**config.mk**
```make
export PLATFORM = sky130hd
export DESIGN_NAME = nor32
export DESIGN_NICKNAME = d
export VERILOG_FILES = /design/src/rtl/nor32_pkg.sv /design/src/rtl/nor32_popcnt.sv /design/src/rtl/nor32.sv
export SDC_FILE = /design/constraint.sdc
export NUM_CORES = 1
export LEC_CHECK = 0
export CAP_MARGIN = 20
export CELL_PAD_IN_SITES_DETAIL_PLACEMENT = 1
export CELL_PAD_IN_SITES_GLOBAL_PLACEMENT = 2
export CORE_MARGIN = 5
export CORE_UTILIZATION = 20
export CTS_CLUSTER_SIZE = 24
export DETAILED_ROUTE_END_ITERATION = 6
export GPL_ROUTABILITY_DRIVEN = 0
export GPL_TIMING_DRIVEN = 0
export MAX_ROUTING_LAYER = met4
export PLACE_DENSITY = 0.85
export SYNTH_ARGS = -nofsm -noshare
export SYNTH_HDL_FRONTEND = slang
export SYNTH_SLANG_ARGS = --single-unit
```
**constraint.sdc**
```tcl
create_clock -name clk -period 1.7 [get_ports clk]
set_clock_uncertainty 0.15 [all_clocks]
set_input_delay 0.425 -clock clk [delete_from_list [all_inputs] [get_ports clk]]
set_output_delay 0.425 -clock clk [all_outputs]
set_load 0.01 [all_outputs]
```
**src/rtl/nor32_pkg.sv**
```systemverilog
// Shared constants, types and helpers for the nor32 datapath.
package nor32_pkg;

  localparam int NOR32_WIDTH = 32;

  function automatic int popcnt_width(input int w);
    return $clog2(w + 1);
  endfunction

  localparam int NOR32_CNT_W = popcnt_width(NOR32_WIDTH);

  typedef logic [NOR32_WIDTH-1:0] nor32_res_t;

endpackage

```
**src/rtl/nor32_popcnt.sv**
```systemverilog
// Combinational popcount as a balanced adder tree; zero latency, no flow control.
module nor32_popcnt
  import nor32_pkg::*;
#(
  parameter int WIDTH = NOR32_WIDTH
) (
  input  logic [WIDTH-1:0]               vec,
  output logic [popcnt_width(WIDTH)-1:0] cnt
);

  localparam int CW   = popcnt_width(WIDTH);
  localparam int LVLS = (WIDTH > 1) ? $clog2(WIDTH) : 0;
  localparam int N    = 1 << LVLS;

  // Level 0 holds one count per (zero-padded) input bit; each level halves the node count.
  for (genvar l = 0; l <= LVLS; l++) begin : lvl
    logic [CW*(N>>l)-1:0] sum;
    if (l == 0) begin : leaf
      for (genvar j = 0; j < N; j++) begin : b
        if (j < WIDTH) begin : live
          assign sum[j*CW +: CW] = CW'(vec[j]);
        end else begin : pad
          assign sum[j*CW +: CW] = '0;
        end
      end
    end else begin : node
      for (genvar j = 0; j < (N >> l); j++) begin : b
        assign sum[j*CW +: CW] = lvl[l-1].sum[(2*j)*CW +: CW] + lvl[l-1].sum[(2*j+1)*CW +: CW];
      end
    end
  end

  assign cnt = lvl[LVLS].sum[CW-1:0];

endmodule

```
**src/rtl/nor32.sv**
```systemverilog
// Registered bitwise NOR with zero/all-ones flags; 1-cycle latency, valid/ready, stalls hold output.
// Optional res_popcnt output when NOR32_POPCNT_EN is defined.
module nor32
  import nor32_pkg::*;
#(
  parameter int WIDTH = NOR32_WIDTH
) (
  input  logic             clk,
  input  logic             rst_n,
  input  logic [WIDTH-1:0] A,
  input  logic [WIDTH-1:0] B,
  input  logic             in_valid,
  output logic             in_ready,
  output logic [WIDTH-1:0] res,
  output logic             out_valid,
  input  logic             out_ready,
  output logic             zero,
  output logic             all_ones
`ifdef NOR32_POPCNT_EN
  ,
  output logic [popcnt_width(WIDTH)-1:0] res_popcnt
`endif
);

  logic [WIDTH-1:0] nxt;
  logic             take;

  assign nxt      = ~(A | B);
  assign in_ready = !out_valid || out_ready;
  assign take     = in_valid && in_ready;

  always_ff @(posedge clk or negedge rst_n) begin
    if (!rst_n) begin
      out_valid <= 1'b0;
      res       <= '0;
      zero      <= 1'b1;
      all_ones  <= 1'b0;
    end else if (take) begin
      out_valid <= 1'b1;
      res       <= nxt;
      zero      <= ~|nxt;
      all_ones  <= &nxt;
    end else if (out_ready) begin
      out_valid <= 1'b0;
    end
  end

`ifdef NOR32_POPCNT_EN
  logic [popcnt_width(WIDTH)-1:0] nxt_cnt;

  nor32_popcnt #(.WIDTH(WIDTH)) u_popcnt (
    .vec (nxt),
    .cnt (nxt_cnt)
  );

  always_ff @(posedge clk or negedge rst_n) begin
    if (!rst_n) begin
      res_popcnt <= '0;
    end else if (take) begin
      res_popcnt <= nxt_cnt;
    end
  end
`endif

endmodule

```
# Yosys cells after proc, flatten, opt, wreduce, memory -nomap -nowiden
# Cells that the tools add are included.
dict set report classes {
  n_mux 2
  n_bitwise 2
  n_reduce_logical 7
}
# op count
set op_table {}
lappend op_table {{32-bit NOT} 1}
lappend op_table {{32-bit bitwise OR} 1}
lappend op_table {{32-bit AND reduction} 1}
lappend op_table {{32-bit OR reduction} 1}
lappend op_table {{1-bit zero test} 2}
lappend op_table {{1-bit two-way mux} 2}
lappend op_table {{2-bit nonzero test} 1}
lappend op_table {{1-bit logical AND} 1}
lappend op_table {{1-bit logical OR} 1}
dict set report word_totals {
  ff_bits 35
  input_bits 68
  output_inout_bits 36
  word_cells 15
}

# Longest topological paths before layout
dict set report depth {
  word_depth 4
  mapped_depth 6
  depth_no_buf 4
}

# Worst setup path before layout
# OpenSTA, ideal clock, no wires.
dict set report synth_timing {
  kind {input to register}
  start {input port B[27]}
  end {register all_ones}
  setup_time_ns 0.103
  arrival_time_ns 1.595
  t_required_ns 1.447
  path_slack_ns -0.149
  stages 4
  n_path_buf 0
  path_cell_list {nor4_1 -> nand4_1 -> or4_1 -> o41ai_2}
}
dict set report synth_via {
  elab_chain_len 3
}
# item line
set synth_rtl {}
lappend synth_rtl {{start: declaration} nor32.sv:11} ;# input logic [WIDTH-1:0] B,
lappend synth_rtl {{32-bit bitwise OR} nor32.sv:28} ;# assign nxt = ~(A | B);
lappend synth_rtl {{32-bit NOT} nor32.sv:28}
lappend synth_rtl {{32-bit AND reduction} nor32.sv:42} ;# all_ones <= &nxt;
lappend synth_rtl {{end signal: assignment} nor32.sv:42}
lappend synth_rtl {{end: declaration} nor32.sv:18} ;# output logic all_ones
# No other way between the ends.
# A chain may end at the register's enable or synchronous reset.

# Worst setup path after layout
dict set report layout_timing {
  start {input port A[0]}
  end {register zero}
}
dict set report layout_via {
  elab_chain_len 4
}
# item line
set layout_rtl {}
lappend layout_rtl {{start: declaration} nor32.sv:10} ;# input logic [WIDTH-1:0] A,
lappend layout_rtl {{32-bit bitwise OR} nor32.sv:28}
lappend layout_rtl {{32-bit NOT} nor32.sv:28}
lappend layout_rtl {{32-bit OR reduction} nor32.sv:41} ;# zero <= ~|nxt;
lappend layout_rtl {{1-bit zero test} nor32.sv:41}
lappend layout_rtl {{end signal: assignment} nor32.sv:41}
lappend layout_rtl {{end: declaration} nor32.sv:17} ;# output logic zero,
# No other way between the ends.

==> results.sh <==
export IMPL_outcome="completed"
export IMPL_cp_slowest_stage_delay_ps=460
export IMPL_hold_ws_ps=81.4
export IMPL_leakagePower_nw=1.40
export IMPL_critPathMaxFanout=3
export IMPL_rows=32
export IMPL_max_freq_ghz=0.600
export IMPL_route_met2_wl_mm=3.10
export IMPL_detailedPlace_worstSlack_ps=-706
export IMPL_io_pins=104
export IMPL_r2r_slack_ps=160
export IMPL_dr_pass1_iters=4
export IMPL_cts_buffer_depth=2
export IMPL_ant_nets=0
export IMPL_core_sq_um=7730
export IMPL_clk_pin_slew_worst_paths_ps=70
export IMPL_grt_pass1_wl_mm=9.43
export IMPL_clock_sinks=35
export IMPL_first_global_vias=1767
export IMPL_post_drt_wl_per_cell_microns=16.4
export IMPL_tns_ps=0
export IMPL_top_layer_used="met4"
export IMPL_rsz0062_at_grt="yes"
export IMPL_drc=0
export IMPL_postLayoutCoreUtil=0.380
export IMPL_dpl_instance_area_sq_um=2760
export IMPL_end_kind="flop"
export IMPL_max_cap_violations=0
export IMPL_final_cell_count_no_fill=365
export IMPL_synth_seq_area_share=0.553
export IMPL_finalSetupViolations=0
export IMPL_die_x_microns=99.1
export IMPL_grt_ovfl_total=0
export IMPL_cts_root_buffer="clkbuf_8"
export IMPL_wl_met3_microns=489
export IMPL_synth_seq_cells=35
export IMPL_slew_headroom=0.458
export IMPL_p_per_area_nw_per_um2=721
export IMPL_hp_class="input pin to asynchronous set/reset pin"
export IMPL_clock_latency_ps=280
export IMPL_viasPerCell=4.44
export IMPL_tritoncts="built"
export IMPL_yosys_area_top_type="dfrtp_1"
export IMPL_syn_num_nets=212
export IMPL_fin_ws_ps=34.1
export IMPL_initial_core_util=0.205
export IMPL_crit_required_ps=1750
export IMPL_fin_crit_ps=1670
export IMPL_design_area_sq_um=2940
export IMPL_grt_max_degree=36
export IMPL_htree_levels=2
export IMPL_synth_edf_count=0
export IMPL_crit_path_top_delay_cell="clkdlybuf4s50_1"
export IMPL_grt_usage=0.127
export IMPL_worst_pin_slew_ps=813
export IMPL_synth_top_area_frac=0.536
export IMPL_placed_cells=349
export IMPL_drive_gt1_frac=0.340
export IMPL_drtIter0Drc=37
export IMPL_dr_total_vias=1620
export IMPL_nets=329
export IMPL_wl_met1_mm=2.37
export IMPL_portBuffers=103
export IMPL_power_total_mw=2.12
export IMPL_dieArea_sq_um=9810
export IMPL_yosysWarningCount=0
export IMPL_netlist_instances=144
export IMPL_yosysMostFrequentCell="dfrtp_1"
export IMPL_synthTopCellsByArea="dfrtp_1 54%, mux2_2 13%, o31ai_1 6.6%"
export IMPL_area_growth_pct=85.2
export IMPL_async_flop_share=1.00
export IMPL_die_h_microns=99.1
export IMPL_wl_mm=5.99
export IMPL_finalHoldViolations=0
export IMPL_synth_common_cells="34 x dfrtp_1, 21 x nor2_1, 18 x mux2_2, 18 x nand2_1, 14 x o31ai_1"
export IMPL_avgSynthCellArea_sq_um=11.0
export IMPL_crit_arrival_ps=1710
export IMPL_syn_area_sq_um=1590
export IMPL_worstSetupPathType="input pin to flop"
export IMPL_fin_crit_sh=0.980
export IMPL_crit_chain="clkdlybuf4s50_1 > nor2_1 > nor4_1 > nand4_1 > o31ai_1"
export IMPL_place_hpwl_mm=4.79
export IMPL_synth_cell_types=18
export IMPL_ir_worst_vdd_v=0.000313
export IMPL_antenna_found_initial=1
export IMPL_cts_buffers=5
export IMPL_cp_start_kind="input pin"
export IMPL_synthFlopType="dfrtp_1"
export IMPL_slew_viol_final=0
==> cells by family (layout without fill, tap and decap cells) <==
| group | after synthesis | count (layout) | share of synthesized area |
|---|---|---|---|
| flops | 35 | 35 | 0.553 |
| simple gates | 64 | 64 | 0.203 |
| mux | 18 | 18 | 0.128 |
| other cells | 0 | 1 | 0 |
| compound gates | 22 | 22 | 0.104 |
| buf+inv | 5 | 123 | 0.0118 |
==> power by group <==
group          internal (mW)  switching (mW)
Clock                  0.291           0.291
Sequential             0.922          0.0410
Combinational          0.302           0.272
==> repair_timing <==
item / in CTS / in global routing
endpoints found under the setup margin: 70 / 12
hold buffers: 0 / 0
setup buffers: 6 / 1
gates resized for setup: 192 / 41
pin swaps: 21 / 11
==> cell usage in the layout, fill, tap and decap left out, types with 7 or more instances in the layout <==
cell type,netlist,final
clkdlybuf4s50_1,0,16
o22ai_1,7,7
dlygate4sd2_1,0,50
dfrtp_1,34,34
mux2_2,18,18
o31ai_1,14,14
buf_6,0,8
nor2_1,21,13
buf_4,0,7
buf_2,0,16
nand2_1,18,17
==> sequential cells by signal (all words and copies together), names as in the netlist <==
name / flops
zero: 1
res: 32
all_ones: 1
out_valid: 1
==> layer usage <==
| layer | global-route usage | vias to the layer above |
|---|---|---|
| met2 | 0.216 | 60 |
| met1 | 0.143 | 780 |
| met4 | 0.0273 | 0 |
| met5 | - | - |
| li1 | - | 774 |
| met3 | 0.0488 | 6 |
==> final cells by class <==
type,instances,area (sq um)
Fill cell,905,4790
Buffer,5,40.0
Tap cell,102,128
Timing Repair Buffer,110,948
Clock buffer,8,80.1
Antenna cell,1,2.50
Multi-Input combinational cell,104,862
Sequential cell,35,877
==> worst max-delay path, delay by kind of cell <==
kind	cells	cell delay [ps]
AO/OA/AOI/OAI	1	260
AND/OR/NAND/NOR	3	570
buffers and inverters	1	460
==> final timing paths <==
path / startpoint / endpoint / depth (start not counted)
setup / recovery: A[0] / zero$_DFFE_PN1P_ / 5
hold / removal: rst_n / out_valid$_DFFE_PN0P_ / 1
setup reg to reg: out_valid$_DFFE_PN0P_ / all_ones$_DFFE_PN0P_ / 4
hold reg to reg: res[24]$_DFFE_PN0P_ / res[24]$_DFFE_PN0P_ / 2
max in group asynchronous: rst_n / res[9]$_DFFE_PN0P_ / 1
min in group clk: B[27] / res[27]$_DFFE_PN0P_ / 2
No activity file was read; power rests on OpenSTA's default activity.
==> RTL change, RTL diff (config.mk and constraints unchanged) <==
Set the package constant `NOR32_WIDTH` to 48 (it was 32).
--- a/src/rtl/nor32_pkg.sv
+++ b/src/rtl/nor32_pkg.sv
@@ -2,5 +2,5 @@
 package nor32_pkg;
 
-  localparam int NOR32_WIDTH = 32;
+  localparam int NOR32_WIDTH = 48;
 
   function automatic int popcnt_width(input int w);
Ports: changed (resized A, B and res); port bits go from 104 to 152. No check against the original RTL was run, so the function may have changed too.
==> RTL change against the unedited design <==
- the run now ends with negative hold slack left
- routed wire length up 45%
- global-route usage down 0.39 points
- synthesized area up 46%
- final area up 56%
- sequential cell count up 16
- total power up 64%
- setup slack worse by 0.76 ps
- largest cell class unchanged
- highest routed layer unchanged
==> RTL change: results (changes against the unedited design) <==
Synth unique cells: 21 (+3)
Antenna cells: 0 (-1)
P_leak: 2.29 nW (+63%)
Antenna violations before repair: 0 (-1)
First-pass GRT wire length: 13,500 µm (+43%)
Synth cell count leaders: dfrtp_1, nor2_1, mux2_1, mux2_2, nor4_1
Routed vias: 2,257 (+39%)
Synth area leaders: dfrtp_1, mux2_1, mux2_2
Share of post-route cells with drive strength above 1: 0.309 (-0.0310)
Max reg flops: 48 (+50%)
Critical Path Start: B[7]
Worst path arrival time: 1750 ps (+40 ps)
Tot GR Track Use: 0.124 (-0.00394)
Worst path max stage delay: 500 ps (+40 ps)
Hold crit path type: in2async
Worst-case vdd ir drop: 0.386 mV (+24%)
Worst Reg-to-Reg Cells: 5 (+1)
Hold Fails Final Rpt: 6 (+6)
DRT Pass-1 Iters: 2 (-2)
Failing checks: negative hold slack
Status: finished, violations left
Seq/Total Area, Yosys: 0.552 (-0.000947)
Final nets: 465 (+41%)
Hold Slack: -4.33 ps (-85.8 ps)
Number of fill cells in the layout: 1,232 (+36%)
Hpwl dp: 6820 µm (+42%)
Root Driver: clkbuf_16
Routed wire length: 8660 µm (+45%)
Slew margin rel.: 0.589 (+0.131)
[RTL change: cell count changes in the layout (fill, tap and decap cells not counted), sizes merged, moves of 12 or more]
cell,delta
nand2,-12
dlymetal6s2s,+18
buf,-13
nor2,+23
mux2,+26
clkdlybuf4s50,+17
dlygate4sd2,+43
clkbuf,-12
dfrtp,+16
[RTL change: path summary, 6_finish.rpt]
path / end / slack, ps
max in group asynchronous: res[20] / 830
worst max register to register: res[40] / 220
worst min-delay path: res[46] / -4
min in group clk: out_valid / 330
worst max-delay path: zero / 30
worst min register to register: res[46] / 330
[RTL change: what timing repair did]
item                       4_1_cts  5_1_grt
setup endpoints to repair       93       31
setup buffers                    8        2
cloned                           1        0
pin swaps                       46       26
resized for setup              167       48
[RTL change: logic make-up (layout without fill, tap and decap cells)]
family | after synthesis | after routing | share of synthesized area
simple gates | 86 | 86 | 0.181
flops | 51 | 51 | 0.552
mux | 44 | 44 | 0.214
compound gates | 8 | 8 | 0.0238
buf+inv | 6 | 177 | 0.0297
[RTL change: through the flow]
step	total power [mW]	instance area, µm²	cells	TNS (ps)	setup slack [ps]
2_1_floorplan	1.74	2310	195	0	99.4
6_report	3.48	4600	509	0	33.4
5_1_grt	3.65	4600	509	-101	-85.6
4_1_cts	3.51	4400	507	-31.8	-21.6
3_5_place_dp	2.39	4020	490	-17800	-493
3_3_place_gp	2.36	4010	489	-96860	-1580
[RTL change: layout make-up]
cell class	count	area, µm²	area share
Timing Repair Buffer	163	1560	0.340
Multi-Input combinational cell	138	1310	0.285
Sequential cell	51	1280	0.278
Tap cell	143	179	0.0389
Clock buffer	5	125	0.0272
Buffer	6	97.6	0.0212
Clock inverter	3	43.8	0.00953
[RTL change: worst max-delay path: cells and delay by family]
family / cells / cell delay, ps
simple gates: 4 / 720
buf+inv: 1 / 500
compound gates: 1 / 110
[RTL change: power breakdown]
part | internal, mW | switching, mW
combinational | 0.504 | 0.405
clock | 0.695 | 0.456
sequential | 1.35 | 0.0669
total | 2.55 | 0.928
[RTL change: routing by layer]
| metal | up-vias | wire (µm) | track usage |
|---|---|---|---|
| li1 | 1056 | - | - |
| met1 | 1110 | 3570 | 0.145 |
| met2 | 84 | 4490 | 0.211 |
| met3 | 7 | 552 | 0.0437 |
| met4 | 0 | 49 | 0.0151 |
| met5 | - | 0 | - |
